<file path="src/rtl/perceptron_pkg.sv">
// Shared constants and FSM state type for the perceptron datapath.
// Operands are signed Q2.14, products Q4.28, and the accumulator is a wide Q.14 value.
package perceptron_pkg;
  localparam int ONESHIFT = 14;
  localparam int OP_W     = 16;
  localparam int PROD_W   = 2 * OP_W;
  localparam int ACC_W    = 48;

  typedef enum logic [1:0] {
    IDLE  = 2'd0,
    ACCUM = 2'd1,
    FLUSH = 2'd2,
    OUT   = 2'd3
  } state_t;
endpackage

</file>
<file path="src/rtl/q14_mult.sv">
// Registered 16x16 signed multiply.
// Output is the product floor-shifted back to Q.14 and sign-extended to accumulator width.
module q14_mult #(
  parameter int SHIFT = perceptron_pkg::ONESHIFT
) (
  input  logic                                      clk,
  input  logic                                      rst,
  input  logic                                      load,
  input  logic signed [perceptron_pkg::OP_W-1:0]    x_in,
  input  logic signed [perceptron_pkg::OP_W-1:0]    w_in,
  output logic signed [perceptron_pkg::ACC_W-1:0]   contrib
);
  import perceptron_pkg::*;

  logic signed [PROD_W-1:0] prod_q, prod_d;
  logic signed [ACC_W-1:0]  prod_ext;

  always_comb begin
    prod_d = prod_q;
    if (load) prod_d = x_in * w_in;
  end

  always_ff @(posedge clk) begin
    if (rst) prod_q <= '0;
    else     prod_q <= prod_d;
  end

  // Arithmetic shift after sign extension gives floor rounding for negatives.
  assign prod_ext = {{(ACC_W - PROD_W){prod_q[PROD_W-1]}}, prod_q};
  assign contrib  = prod_ext >>> SHIFT;
endmodule

</file>
<file path="src/rtl/weighted_sum.sv">
// Streaming dot product: bias + sum of x*w contributions over one vector of beats.
// Each product is added one beat late, so a FLUSH cycle drains the final product.
module weighted_sum #(
  parameter int MAX_BEATS = 16,
  parameter int ONESHIFT  = perceptron_pkg::ONESHIFT
) (
  input  logic        clk,
  input  logic        rst,
  input  logic        in_valid,
  output logic        in_ready,
  input  logic        in_last,
  input  logic [15:0] x_in,
  input  logic [15:0] w_in,
  input  logic [15:0] bias,
  output logic [47:0] sum_out,
  output logic        sum_valid,
  output logic        overrun
);
  import perceptron_pkg::*;

  localparam int CNT_W = $clog2(MAX_BEATS + 1);

  state_t                  state_q, state_d;
  logic signed [ACC_W-1:0] acc_q, acc_d;
  logic [CNT_W-1:0]        cnt_q, cnt_d;
  logic                    ovr_pend_q, ovr_pend_d;
  logic [ACC_W-1:0]        sum_out_q, sum_out_d;
  logic                    sum_valid_q, sum_valid_d;
  logic                    overrun_q, overrun_d;

  logic                    accept;
  logic                    hit_max;
  logic signed [ACC_W-1:0] contrib;
  logic signed [ACC_W-1:0] bias_ext;

  assign in_ready = (state_q == IDLE) || (state_q == ACCUM);
  assign accept   = in_valid && in_ready;
  assign hit_max  = (int'(cnt_q) + 1) >= MAX_BEATS;
  assign bias_ext = {{(ACC_W - OP_W){bias[OP_W-1]}}, bias};

  q14_mult #(
    .SHIFT (ONESHIFT)
  ) u_mult (
    .clk     (clk),
    .rst     (rst),
    .load    (accept),
    .x_in    (x_in),
    .w_in    (w_in),
    .contrib (contrib)
  );

  always_comb begin
    state_d     = state_q;
    acc_d       = acc_q;
    cnt_d       = cnt_q;
    ovr_pend_d  = ovr_pend_q;
    sum_out_d   = sum_out_q;
    sum_valid_d = 1'b0;
    overrun_d   = 1'b0;

    case (state_q)
      IDLE: begin
        cnt_d      = '0;
        ovr_pend_d = 1'b0;
        if (accept) begin
          acc_d = bias_ext;
          cnt_d = cnt_q + 1'b1;
          if (in_last || hit_max) begin
            state_d    = FLUSH;
            ovr_pend_d = !in_last;
          end else begin
            state_d = ACCUM;
          end
        end
      end
      ACCUM: begin
        if (accept) begin
          acc_d = acc_q + contrib;
          cnt_d = cnt_q + 1'b1;
          if (in_last || hit_max) begin
            state_d    = FLUSH;
            ovr_pend_d = !in_last;
          end
        end
      end
      FLUSH: begin
        acc_d   = acc_q + contrib;
        state_d = OUT;
      end
      OUT: begin
        sum_out_d   = acc_q;
        sum_valid_d = 1'b1;
        overrun_d   = ovr_pend_q;
        cnt_d       = '0;
        state_d     = IDLE;
      end
      default: state_d = IDLE;
    endcase
  end

  always_ff @(posedge clk) begin
    if (rst) begin
      state_q     <= IDLE;
      acc_q       <= '0;
      cnt_q       <= '0;
      ovr_pend_q  <= 1'b0;
      sum_out_q   <= '0;
      sum_valid_q <= 1'b0;
      overrun_q   <= 1'b0;
    end else begin
      state_q     <= state_d;
      acc_q       <= acc_d;
      cnt_q       <= cnt_d;
      ovr_pend_q  <= ovr_pend_d;
      sum_out_q   <= sum_out_d;
      sum_valid_q <= sum_valid_d;
      overrun_q   <= overrun_d;
    end
  end

  assign sum_out   = sum_out_q;
  assign sum_valid = sum_valid_q;
  assign overrun   = overrun_q;
endmodule

</file>
<file path="config.mk">
export PLATFORM = sky130hd
export DESIGN_NAME = weighted_sum
export DESIGN_NICKNAME = d
export VERILOG_FILES = /design/src/rtl/perceptron_pkg.sv /design/src/rtl/q14_mult.sv /design/src/rtl/weighted_sum.sv
export SDC_FILE = /design/constraint.sdc
export NUM_CORES = 1
export LEC_CHECK = 0
export ABC_CLOCK_PERIOD_IN_PS = 10710
export BUFFER_PORTS_ARGS = -buffer_cell sky130_fd_sc_hd__buf_2
export CAP_MARGIN = 20
export CORE_AREA = 2 2 178 180
export CTS_BUF_LIST = sky130_fd_sc_hd__clkbuf_4
export DETAILED_ROUTE_END_ITERATION = 10
export DIE_AREA = 0 0 180 182
export GPL_TIMING_DRIVEN = 0
export PLACE_DENSITY = 0.71
export SLEW_MARGIN = 20
export SYNTH_ARGS = -nofsm -noshare
export SYNTH_HDL_FRONTEND = slang
export SYNTH_SLANG_ARGS = --single-unit
</file>
<file path="constraint.sdc">
create_clock -name clk -period 10.71 [get_ports clk]
set_input_delay 1.071 -clock clk [delete_from_list [all_inputs] [get_ports clk]]
set_output_delay 1.071 -clock clk [all_outputs]
set_load 0.01 [all_outputs]
</file>
Word-level counts from Yosys, hierarchy flattened
Index checks and enable logic that the tools add are counted.
{ "totals": {"regBits": 138, "input_bits": 52} }
{ "classes": {"n_addsub": 3, "n_mul": 1, "magnitude_cmp": 1, "eq_ne": 6, "mux": 17, "n_bitwise": 1, "n_reduce_logical": 13} }
{ "op_table": {"columns": ["op", "count"], "rows": [
  ["one-hot mux 48 bit (3 select lines)", 1],
  ["two-way mux 48 bit", 2],
  ["adder 48 x 18 -> 48 bit", 1],
  ["multiplier 16 x 16 -> 32 bit", 1],
  ["one-hot mux 5 bit (3 select lines)", 1],
  ["two-way mux 5 bit", 2],
  ["AND reduction 3 bit", 3],
  ["two-way mux 2 bit", 4],
  ["one-hot mux 2 bit (4 select lines)", 1],
  ["adder 5 x 1 -> 6 bit, second input constant", 1],
  ["greater-or-equal comparator 6 x 5 -> 1 bit, second input constant", 1],
  ["nonzero test 3 bit", 2],
  ["adder 5 x 1 -> 5 bit, second input constant", 1],
  ["two-way mux 1 bit", 5],
  ["== test 2 bit, second input constant", 2],
  ["inequality test 2 bit, second input constant", 2],
  ["== test 2 x 1 -> 1 bit, second input constant", 1],
  ["logical NOT 2 bit", 1],
  ["logical OR 1 bit", 2],
  ["inequality test 2 x 1 -> 1 bit, second input constant", 1],
  ["one-hot mux 1 bit (2 select lines)", 1],
  ["AND reduction 2 bit", 1],
  ["nonzero test 2 bit", 1],
  ["OR reduction 2 bit", 1],
  ["other kinds (3)", 3]
]} }

Logic depth before layout (Yosys ltp)
{ "logic_depth": {"ltp_word": 6, "ltp_mapped": 26, "depth_no_buf": 25} }

Cells and area by module
Synthesis repeated with hierarchy kept, for this count alone.
{ "unflattened": {"hier_cells": 1937, "area_unflattened_um2": 16945.0} }
{ "modules_own_cells": {"columns": ["module", "n_inst", "cells_per_inst", "area_each_um2"], "rows": [
  ["q14_mult", 1, 1160, 10460.0],
  ["weighted_sum", 1, 777, 6485.0]
]} }

Worst setup path after synthesis
Ideal clock, no wire load.
{ "synth_path": {"kind": "input-to-reg", "startpoint": "input w_in[7]", "endpoint": "register u_mult.prod_q[23]", "setup_time_ns": 0.117, "arrival_time_ns": 6.747, "setup_slack_ns": 3.845, "cell_stages": 24, "n_path_buf": 1, "cell_sequence": "clkbuf_1 -> nand2_1 -> fa_1 -> inv_1 -> fa_1 -> inv_1 -> fa_1 -> inv_1 -> fa_1 -> fa_1 -> inv_1 -> fa_1 -> inv_1 -> ha_1 -> o21a_1 -> o211ai_1 -> a31oi_1 -> o31a_1 -> a41oi_1 -> nand2b_1 -> and2_1 -> o21a_1 -> or3_1 -> a32o_1"} }
{ "synth_via": {"elab_chain_len": 1} }
{ "synth_lines": {"columns": ["item", "line_no", "rtl"], "rows": [
  ["start, declared", "weighted_sum.sv:13", "input logic [15:0] w_in,"],
  ["multiplier 16 x 16 -> 32 bit", "q14_mult.sv:20", "if (load) prod_d = x_in * w_in;"],
  ["end signal, assigned", "q14_mult.sv:25", "else prod_q <= prod_d;"],
  ["end, declared", "q14_mult.sv:15", "logic signed [PROD_W-1:0] prod_q, prod_d;"]
]} }
No other way between the ends.
A chain may end at the register's enable or synchronous reset.

Worst setup path in the final report
{ "layout_path": {"startpoint": "input x_in[10]", "endpoint": "register u_mult.prod_q[28]"} }
{ "layout_via": {"elab_chain_len": 1} }
{ "layout_lines": {"columns": ["item", "line_no", "rtl"], "rows": [
  ["start, declared", "weighted_sum.sv:12", "input logic [15:0] x_in,"],
  ["multiplier 16 x 16 -> 32 bit", "q14_mult.sv:20", null]
]} }
No other way between the ends.

==> run metrics <==
antenna violations before repair=0; layout cells sized above 1=8.34%; post-place setup slack=2850 ps; cells after synthesis=1905; P per Cell Area=337 nW/um^2; Final Cell Area=18000 um^2; most frequent cells in the layout=inv_1, fa_1, nand2_1; CP Cell Sequence=buf_2, clkbuf_1, nand2_1, fa_1, fa_1, fa_1, fa_1, inv_1, fa_1, inv_1, fa_1, inv_1, ha_1, a21o_1, a21oi_1, nor2b_1, o31a_1, a41oi_1, o21ai_0, a31o_2, a21oi_1, o21ai_0, a32o_1; vias per cell=5.53; P&R area growth vs syn=7.60%; pin count of the biggest net entering global routing=33; Critical Path Most Common Cell=fa_1; r2r setup slk=6830 ps; core area=31000 um^2; die width=180 um; via count=13487; RSZ-0062 raised after global routing=no; Iteration-0 DRC Markers=849; Max-slew headroom=30.2%; Yosys reg bits=124; final std cells w/o fill=2441; # rows=65; slowest CP cell=fa_1; EDFF count, synth=0; DP HPWL=35300 um; synthesized area per cell=8.80 um^2; Crit Path Class=input pin to flop; vias in the first global route=13667; Post-route DRC=0; area post-placement=17800 um^2; required time worst endpoint=11170 ps; Starting Density=54.1%; Post-Place Cells=2409; CTS max path bufs=2; fin crit share=68.7%; # IOs=103; syn nets=2351; Critical Path AT=7820 ps; TNS Setup=0 ps; Lkg Pwr=8.63 nW; total chip power=6.09 mW; later-pin clock latency in the skew report=550 ps; ant diodes=0; Cell Area, Synth=16800 um^2; Max Clock Freq=0.136 GHz; Die Footprint=32800 um^2; wire length per cell=17.3 um; H-tree levels=4; TritonCTS clock tree=yes; commonest non-fill, non-tap cell in the layout=inv_1; Period minus WS final=7360 ps; status=finished clean; post-CTS setup buffer count=0; First-pass DRT Iterations=6; Slew @ Worst Pin=1020 ps; worst hold path class=flop to flop; sequential area share after synthesis=14.8%; critical path fanouts, max=10; CTS buffer count=17; top_reg_cell synth=dfxtp_1; Reg clk slew, reported paths=130 ps; CP max stage delay=600 ps; Port Buf Inserts=102; Tot GR Track Use=26.4%; # Max-Cap Violations=0; Worst setup EP type=flop; GR Overflow Total=0; Nets=2472; Routed WL=42300 um; post-layout util=58.2%; global-route wire length before repair=68900 um; CTS root buf=clkbuf_4; Max rail drop VDD=0.000481 V; final setup vio count=0; Layout Skew=32.8 ps; DIE HEIGHT=182 um; Final Hold Fails=0; post-CTS sizing=0; synth unique cells=80; final setup margin=3350 ps; CP Launch Type=input pin; Worst Hold Slack=467 ps; ANT nets after route=0; pins over their slew limit=0; hold_buf cts=0; Post-synth ARST share=0%; Sink Count=124; gpl congestion=0.933; Yosys Warn Count=0
## per-layer routing
layer	GRT usage [%]	wire length [um]
met3	3.73	2290
met2	43.8	20200
met4	8.39	1190
met1	36.0	18600
met5	0	0
## final timing paths
path,end,cells after the start,startpoint
min reg2reg,u_mult.prod_q[26],2,u_mult.prod_q[26]
max reg2reg,acc_q[46],13,acc_q[0]
min,u_mult.prod_q[26],2,u_mult.prod_q[26]
max,u_mult.prod_q[28],23,x_in[10]
## sequential cells by signal, summed over array words and instances (netlist names)
name / count
acc_q: 48
sum_out: 48
u_mult.prod_q: 18
cnt_q: 5
state_q: 2
overrun: 1
ovr_pend_q: 1
sum_valid: 1
## cells by family after synthesis
group | synth area share, %
DFF | 14.8
and+or+nand+nor | 15.9
AOI/OAI and AO/OA | 11.6
xor gates and xnor gates | 3.29
buffers and inverters | 9.61
adders and majority gates | 41.1
muxes | 3.65
## power breakdown
part	total [mW]	switching, mW	internal [mW]
logic	5.11	2.87	2.24
registers	0.650	0.0899	0.560
clock network	0.324	0.180	0.144
total	6.09	3.14	2.94
## critical path, delay by kind of cell
kind	cells	cell delay (ps)
AOI/OAI and AO/OA	9	2210
and+or+nand+nor	2	280
buffers and inverters	5	870
adders and majority gates	7	3380
## layout make-up
cell class              count  area [um^2]
fillers                  2816        12900
multi-input cells        1371        12700
flip-flops and latches    124         2480
inverters                 327         1230
repair buffers            102          510
well taps                 402          503
plain buffers              83          384
clock buffers              21          158
clock inverters            11          101
## synth_stat cells (13+ instances only)
| master | number | area, um^2 |
|---|---|---|
| nor3_1 | 28 | 140 |
| a21oi_1 | 102 | 510 |
| dfxtp_1 | 124 | 2480 |
| nand2_1 | 174 | 653 |
| nor2_1 | 139 | 522 |
| ha_1 | 132 | 1650 |
| clkbuf_1 | 65 | 244 |
| a211oi_1 | 25 | 188 |
| mux2i_1 | 60 | 601 |
| inv_1 | 327 | 1230 |
| a21o_1 | 13 | 97.6 |
| o21ai_0 | 50 | 250 |
| o21bai_1 | 16 | 120 |
| xor2_1 | 23 | 201 |
| nor2b_1 | 13 | 81.3 |
| and2_1 | 125 | 782 |
| xnor2_1 | 40 | 350 |
| nand3_1 | 19 | 95.1 |
| fa_1 | 262 | 5250 |
(Power assumes the default switching activity.)
